**config.mk**
```make
export PLATFORM = sky130hd
export DESIGN_NAME = alu_seq_flat
export DESIGN_NICKNAME = d
export VERILOG_FILES = /design/src/rtl/alu_seq_if.sv /design/src/rtl/alu_seq.sv /design/src/flat_wrapper.sv
export SDC_FILE = /design/constraint.sdc
export NUM_CORES = 1
export LEC_CHECK = 0
export CAP_MARGIN = 0
export CORE_ASPECT_RATIO = 2
export CORE_UTILIZATION = 35
export CTS_BUF_LIST = sky130_fd_sc_hd__clkbuf_8
export DETAILED_ROUTE_END_ITERATION = 10
export GPL_TIMING_DRIVEN = 0
export PLACE_DENSITY_LB_ADDON = 0.1
export SETUP_SLACK_MARGIN = 0.15
export SLEW_MARGIN = 20
export SYNTH_ARGS = -nofsm -noshare
export SYNTH_HDL_FRONTEND = slang
export SYNTH_SLANG_ARGS = --single-unit
```
**constraint.sdc**
```tcl
create_clock -name clk -period 10.6 [get_ports clk]
set_clock_uncertainty 0.1 [all_clocks]
set_input_delay 1.59 -clock clk [delete_from_list [all_inputs] [get_ports clk]]
set_output_delay 1.59 -clock clk [all_outputs]
set_load 0.05 [all_outputs]
```
**src/rtl/alu_seq_if.sv**
```systemverilog
// Request/response bundle for alu_seq: operand handshake in, result plus flags out.
// The master drives operands and accepts results; the slave is the ALU itself.
interface alu_seq_if #(
    parameter int WIDTH = 32
);
    logic             in_valid;
    logic             in_ready;
    logic [3:0]       op;
    logic [WIDTH-1:0] a;
    logic [WIDTH-1:0] b;
    logic             out_valid;
    logic             out_ready;
    logic [WIDTH-1:0] result;
    logic             zero;
    logic             negative;
    logic             carry;
    logic             overflow;
    logic             op_err;
    logic             busy;

    modport master (
        output in_valid, op, a, b, out_ready,
        input  in_ready, out_valid, result, zero, negative, carry, overflow, op_err, busy
    );

    modport slave (
        input  in_valid, op, a, b, out_ready,
        output in_ready, out_valid, result, zero, negative, carry, overflow, op_err, busy
    );
endinterface

```
**src/rtl/alu_seq.sv**
```systemverilog
// Registered ALU with a valid/ready request and response, an iterative shift-add
// multiplier, variable shifts and signed compare.
module alu_seq #(
    parameter int WIDTH  = 32,
    parameter bit MUL_EN = 1'b1
) (
    input  logic     clk,
    input  logic     rst_n,
    alu_seq_if.slave bus
);
    localparam int SHW = $clog2(WIDTH);

    localparam logic [3:0] OP_ADD = 4'h0;
    localparam logic [3:0] OP_SUB = 4'h1;
    localparam logic [3:0] OP_SRL = 4'h2;
    localparam logic [3:0] OP_SLL = 4'h3;
    localparam logic [3:0] OP_SRA = 4'h4;
    localparam logic [3:0] OP_AND = 4'h5;
    localparam logic [3:0] OP_OR  = 4'h6;
    localparam logic [3:0] OP_XOR = 4'h7;
    localparam logic [3:0] OP_MUL = 4'h8;
    localparam logic [3:0] OP_SLT = 4'h9;

    typedef enum logic [1:0] {IDLE, MUL_RUN, RESP} state_e;

    state_e             state_q;
    logic [WIDTH-1:0]   result_q;
    logic               zero_q;
    logic               negative_q;
    logic               carry_q;
    logic               overflow_q;
    logic               opErr_q;
    logic               busy_q;
    logic               outValid_q;
    logic [2*WIDTH-1:0] acc_q;
    logic [2*WIDTH-1:0] mcand_q;
    logic [WIDTH-1:0]   mplier_q;
    logic [SHW-1:0]     cnt_q;

    logic               accept;
    logic               isMul;
    logic [SHW-1:0]     shamt;
    logic [WIDTH:0]     sum;
    logic [WIDTH:0]     diff;
    logic               addOvf;
    logic               subOvf;
    logic [WIDTH-1:0]   result_d;
    logic               carry_d;
    logic               overflow_d;
    logic               opErr_d;
    logic [2*WIDTH-1:0] acc_d;

    // In RESP a new request can only be taken when the pending result leaves this cycle.
    assign bus.in_ready = rst_n && ((state_q == IDLE) || ((state_q == RESP) && bus.out_ready));
    assign accept       = bus.in_valid && bus.in_ready;
    assign isMul        = MUL_EN && (bus.op == OP_MUL);
    assign shamt        = bus.b[SHW-1:0];
    assign sum          = {1'b0, bus.a} + {1'b0, bus.b};
    assign diff         = {1'b0, bus.a} - {1'b0, bus.b};
    assign addOvf       = (bus.a[WIDTH-1] == bus.b[WIDTH-1]) && (sum[WIDTH-1] != bus.a[WIDTH-1]);
    assign subOvf       = (bus.a[WIDTH-1] != bus.b[WIDTH-1]) && (diff[WIDTH-1] != bus.a[WIDTH-1]);
    assign acc_d        = mplier_q[0] ? (acc_q + mcand_q) : acc_q;

    always_comb begin
        result_d   = sum[WIDTH-1:0];
        carry_d    = 1'b0;
        overflow_d = 1'b0;
        opErr_d    = 1'b0;
        case (bus.op)
            OP_ADD: begin
                carry_d    = sum[WIDTH];
                overflow_d = addOvf;
            end
            OP_SUB: begin
                result_d   = diff[WIDTH-1:0];
                carry_d    = ~diff[WIDTH];
                overflow_d = subOvf;
            end
            OP_SRL: result_d = bus.a >> shamt;
            OP_SLL: result_d = bus.a << shamt;
            OP_SRA: result_d = $signed(bus.a) >>> shamt;
            OP_AND: result_d = bus.a & bus.b;
            OP_OR:  result_d = bus.a | bus.b;
            OP_XOR: result_d = bus.a ^ bus.b;
            OP_SLT: result_d = {{(WIDTH-1){1'b0}}, ($signed(bus.a) < $signed(bus.b))};
            // MUL only lands here when the multiplier is disabled, so it is illegal too.
            default: begin
                carry_d    = sum[WIDTH];
                overflow_d = addOvf;
                opErr_d    = 1'b1;
            end
        endcase
    end

    always_ff @(posedge clk or negedge rst_n) begin
        if (!rst_n) begin
            state_q    <= IDLE;
            result_q   <= '0;
            zero_q     <= 1'b0;
            negative_q <= 1'b0;
            carry_q    <= 1'b0;
            overflow_q <= 1'b0;
            opErr_q    <= 1'b0;
            busy_q     <= 1'b0;
            outValid_q <= 1'b0;
            acc_q      <= '0;
            mcand_q    <= '0;
            mplier_q   <= '0;
            cnt_q      <= '0;
        end else begin
            case (state_q)
                IDLE, RESP: begin
                    if ((state_q == RESP) && bus.out_ready) begin
                        outValid_q <= 1'b0;
                        state_q    <= IDLE;
                    end
                    if (accept) begin
                        if (isMul) begin
                            mcand_q    <= {{WIDTH{1'b0}}, bus.a};
                            mplier_q   <= bus.b;
                            acc_q      <= '0;
                            cnt_q      <= '0;
                            busy_q     <= 1'b1;
                            outValid_q <= 1'b0;
                            state_q    <= MUL_RUN;
                        end else begin
                            result_q   <= result_d;
                            zero_q     <= (result_d == '0);
                            negative_q <= result_d[WIDTH-1];
                            carry_q    <= carry_d;
                            overflow_q <= overflow_d;
                            opErr_q    <= opErr_d;
                            outValid_q <= 1'b1;
                            state_q    <= RESP;
                        end
                    end
                end
                MUL_RUN: begin
                    acc_q    <= acc_d;
                    mcand_q  <= mcand_q << 1;
                    mplier_q <= mplier_q >> 1;
                    cnt_q    <= cnt_q + 1'b1;
                    if (cnt_q == SHW'(WIDTH - 1)) begin
                        result_q   <= acc_d[WIDTH-1:0];
                        zero_q     <= (acc_d[WIDTH-1:0] == '0);
                        negative_q <= acc_d[WIDTH-1];
                        carry_q    <= |acc_d[2*WIDTH-1:WIDTH];
                        overflow_q <= 1'b0;
                        opErr_q    <= 1'b0;
                        busy_q     <= 1'b0;
                        outValid_q <= 1'b1;
                        state_q    <= RESP;
                    end
                end
                default: state_q <= IDLE;
            endcase
        end
    end

    assign bus.out_valid = outValid_q;
    assign bus.result    = result_q;
    assign bus.zero      = zero_q;
    assign bus.negative  = negative_q;
    assign bus.carry     = carry_q;
    assign bus.overflow  = overflow_q;
    assign bus.op_err    = opErr_q;
    assign bus.busy      = busy_q;
endmodule

```
**src/flat_wrapper.sv**
```systemverilog
// flat-port wrapper written by rule: the top's interface ports become plain ports
module alu_seq_flat 
#(
    parameter int WIDTH  = 32,
    parameter bit MUL_EN = 1'b1
)
  (clk, rst_n, bus_in_valid, bus_op, bus_a, bus_b, bus_out_ready, bus_in_ready, bus_out_valid, bus_result, bus_zero, bus_negative, bus_carry, bus_overflow, bus_op_err, bus_busy);
  alu_seq_if #(.WIDTH(WIDTH)) bus_i ();
  input  logic clk;
  input  logic rst_n;
  input wire logic [$bits(bus_i.in_valid)-1:0] bus_in_valid;
  input wire logic [$bits(bus_i.op)-1:0] bus_op;
  input wire logic [$bits(bus_i.a)-1:0] bus_a;
  input wire logic [$bits(bus_i.b)-1:0] bus_b;
  input wire logic [$bits(bus_i.out_ready)-1:0] bus_out_ready;
  output wire logic [$bits(bus_i.in_ready)-1:0] bus_in_ready;
  output wire logic [$bits(bus_i.out_valid)-1:0] bus_out_valid;
  output wire logic [$bits(bus_i.result)-1:0] bus_result;
  output wire logic [$bits(bus_i.zero)-1:0] bus_zero;
  output wire logic [$bits(bus_i.negative)-1:0] bus_negative;
  output wire logic [$bits(bus_i.carry)-1:0] bus_carry;
  output wire logic [$bits(bus_i.overflow)-1:0] bus_overflow;
  output wire logic [$bits(bus_i.op_err)-1:0] bus_op_err;
  output wire logic [$bits(bus_i.busy)-1:0] bus_busy;
  assign bus_i.in_valid = bus_in_valid;
  assign bus_i.op = bus_op;
  assign bus_i.a = bus_a;
  assign bus_i.b = bus_b;
  assign bus_i.out_ready = bus_out_ready;
  assign bus_in_ready = bus_i.in_ready;
  assign bus_out_valid = bus_i.out_valid;
  assign bus_result = bus_i.result;
  assign bus_zero = bus_i.zero;
  assign bus_negative = bus_i.negative;
  assign bus_carry = bus_i.carry;
  assign bus_overflow = bus_i.overflow;
  assign bus_op_err = bus_i.op_err;
  assign bus_busy = bus_i.busy;
  alu_seq #(.WIDTH(WIDTH), .MUL_EN(MUL_EN)) u_core (.clk(clk), .rst_n(rst_n), .bus(bus_i));
endmodule
```
==> qor.csv <==
stage,metric,value,unit
critical_path,start_kind,primary input,
sta,min_period,8.95,ns
floorplan,die-area,0.0654,mm²
place,dp_hpwl,119,mm
sta,relSlewSlack,0.123,
clocking,cts_tree,yes,
global_routing,grt_pass1_wl,204,mm
global_routing,overflow,0,
critical_path,crit_fanout,11,
clocking,root_buffer,clkbuf_8,
hold_path,hold_path_class,reg2reg,
pwr,ir_drop,0.155,mV
final_layout,drive_gt1_frac,0.0671,
clocking,insertion_delay,0.64,ns
clocking,cts.hold.buffers_added,0,
global_routing,grtUsageMet2,0.761,
logic_synthesis,synth_ff_type,dfrtp_1,
logic_synthesis,yosysUniqueCellTypes,92,
floorplan,rows,131,
final_layout,area_delta_synth_final,13.0,%
critical_path,crit_start,bus_b[3],
logic_synthesis,avgSynthCellArea,7.63,µm²
logic_synthesis,synth_edf_count,0,
final_layout,seqCellArea,0.00513,mm²
clocking,cts_resized,0,
logic_synthesis,yosys.area.top_type,dfrtp_1,
sta,report.final.setup_viol,0,
routing,drc,0,
logic_synthesis,syn_nets,3187,
sta,fin_crit_sh,0.844,
global_routing,use_met1,0.413,
hold_path,holdPathEnd,u_core.bus.result[0]$_DFFE_PN0P_,
routing,dr_total_vias,26600,
clocking,numCtsBuffers,26,
outcome,status,"finished, final reports clean",
global_routing,use_met3,0.0864,
pwr,p_per_area,269,mW/mm²
floorplan,start_util,0.353,
final_layout,nets,3338,
place,pre_cts_slack,1.43,ns
final_layout,multi_input_area,0.0161,mm²
sta,max_clock_freq,112,MHz
critical_path,ff2ff_setup_slack,5.16,ns
final_layout,fillers,6725,
flow_run,drv.max_cap_violation_count,0,
floorplan,io-pin-count,112,
critical_path,rr_startpoint,u_core.acc_q[0]$_DFFE_PN0P_,
critical_path,criticalPathCategory,in2reg,
sta,fin_hold_ws,0.388,ns
sta,rsz0062_at_grt,no,
hold_path,hold_depth,2,
global_routing,busiest_layer,met2,
sta,drv_slew,0,
logic_synthesis,synth_top_cell_area_share,0.228,
logic_synthesis,ys_ff_latch,205,
clocking,clkSinkCount,205,
routing,routed_wl,147,mm
logic_synthesis,synthTopCellsByCount,"nand2_1 (398), nor2_1 (265), o21ai_0 (259)",
logic_synthesis,synth_area_leaders,"dfrtp_1 (23%), ha_1 (9.0%), nand2_1 (6.6%)",
critical_path,end_kind,register,
routing,drtPass1Iterations,6,
clocking,cts_setup_buffers,0,
global_routing,grt_max_degree,96,
clocking,clk_path_buf_depth,3,
logic_synthesis,ys_seq_area_frac,0.228,
critical_path,cp.arrival,9.37,ns
hold_path,hp-start,u_core.bus.result[0]$_DFFE_PN0P_,
routing,viasPerCell,6.78,
place,io_buffer_count,111,
sta,layout_setup_ws,1.65,ns
floorplan,die_w,181,µm
routing,postRouteAntennaNets,0,
routing,drt-initial-drc-count,2527,
global_routing,grt_antenna_before_repair,9,
logic_synthesis,syn_area,0.0225,mm²
pwr,p_leak,10.5,nW
clocking,htreeDepth,1,
logic_synthesis,syn_inst,2950,
critical_path,required,11.02,ns
global_routing,grt_pass1_vias,26400,
logic_synthesis,yosysWarningCount,0,
global_routing,grt_usage,0.446,
place,place_congestion,1.12,
critical_path,r2r-end,u_core.bus.carry$_DFFE_PN0P_,
sta,worst_pin_slew,1.32,ns
floorplan,core-area,0.0638,mm²
logic_synthesis,synth_most_common_cell,nand2_1,
clocking,path_clk_slew,0.08,ns
sta,hold_viol_final,0,
routing,wire_per_inst,37.6,µm
floorplan,die_y,361,µm
logic_synthesis,synthArstFlopShare,1.00,
critical_path,r2r_cells,14,
[worst max-delay path, cell delays in order]
cell             delay (ns)
clkdlybuf4s50_1        0.57
clkbuf_1               0.61
clkinv_1               0.66
clkbuf_1               0.47
buf_1                  0.55
ha_1                   0.59
inv_1                  0.11
o311ai_1               0.30
a21oi_1                0.29
o21ai_1                0.49
o221ai_1               0.48
a22o_1                 0.33
nor4_1                 0.80
nand3_1                0.26
nor4_1                 0.54
and4_1                 0.29
nand3_1                0.15
o31ai_1                0.25
[how the worst max path moves through the flow]
| stage | endpoint | cells after the start |
|---|---|---|
| 2_1_floorplan | u_core.bus.negative$_DFFE_PN0P_ | 17 |
| 3_3_place_gp | u_core.acc_q[59]$_DFFE_PN0P_ | 6 |
| 3_5_place_dp | u_core.bus.zero$_DFFE_PN0P_ | 18 |
| 4_1_cts | u_core.bus.zero$_DFFE_PN0P_ | 18 |
| 5_1_grt | u_core.bus.zero$_DFFE_PN0P_ | 18 |
| 6_report | u_core.bus.zero$_DFFE_PN0P_ | 18 |
[sequential cells by signal, summed over array words and instances (netlist names)]
register,cells
u_core.bus.negative,1
u_core.mplier_q,32
u_core.bus.busy,1
u_core.bus.result,31
u_core.cnt_q,5
u_core.bus.zero,1
u_core.acc_q,64
u_core.bus.carry,1
u_core.bus.op_err,1
u_core.bus.out_valid,1
u_core.state_q,2
u_core.bus.overflow,1
u_core.mcand_q,64
[cell families (layout without fill, tap and decap cells)]
group	count (synthesis)	in the layout	share of synthesized area
buf+inv	352	517	0.0622
flops	205	205	0.228
mux	138	138	0.0961
compound gates	995	995	0.286
fa+ha+maj	165	165	0.0927
xor+xnor	74	74	0.0288
simple gates	1021	1021	0.206
other cells	0	6	0
[cells in the final DEF, fill, tap and decap left out, types with 18 or more instances in the layout]
master,instances
mux2i_1,63
o21a_1,24
nand3_1,85
nand2b_1,27
o21bai_1,28
nand2_1,398
nor4_1,32
a31oi_1,95
a21oi_1,231
ha_1,162
dfrtp_1,205
a211oi_1,32
buf_2,23
nor2_1,263
o221ai_1,21
o211ai_1,18
a21o_1,40
xor2_1,26
mux4_2,57
nand4_1,46
o31ai_1,28
buf_1,23
nor3_1,53
clkbuf_8,35
xnor2_1,48
o21ai_0,259
clkdlybuf4s50_1,110
clkbuf_1,175
a22oi_1,31
inv_1,123
[layer usage]
layer,share of wire,vias to the layer above
met5,0.00016,-
met4,0.14,4
met3,0.066,724
met2,0.48,1697
met1,0.31,12900
li1,-,11200
[layout make-up]
cell class / instances / area share
Antenna cell: 6 / 0.000590
Buffer: 224 / 0.0361
Clock buffer: 35 / 0.0189
Clock inverter: 7 / 0.00438
Inverter: 128 / 0.0189
Multi-Input combinational cell: 2393 / 0.632
Sequential cell: 205 / 0.202
Tap cell: 798 / 0.0392
Timing Repair Buffer: 123 / 0.0485
[report_power, final]
| group | internal [mW] | switching (mW) |
|---|---|---|
| Sequential | 1.12 | 0.374 |
| Combinational | 1.46 | 3.19 |
| Clock | 0.366 | 0.333 |
[stage by stage]
step | total power [mW] | util | cells | TNS [ns] | instance area [µm²]
3_3_place_gp | 5.90 | 0.386 | 3859 | -647.08 | 24600
4_1_cts | 6.69 | 0.398 | 3911 | 0 | 25400
3_5_place_dp | 5.96 | 0.389 | 3869 | 0 | 24800
5_1_grt | 7.18 | 0.399 | 3914 | 0 | 25400
6_report | 6.85 | 0.399 | 3919 | 0 | 25400
2_1_floorplan | 4.21 | - | 2950 | 0 | 22500
No activity file was read; power rests on OpenSTA's default activity.
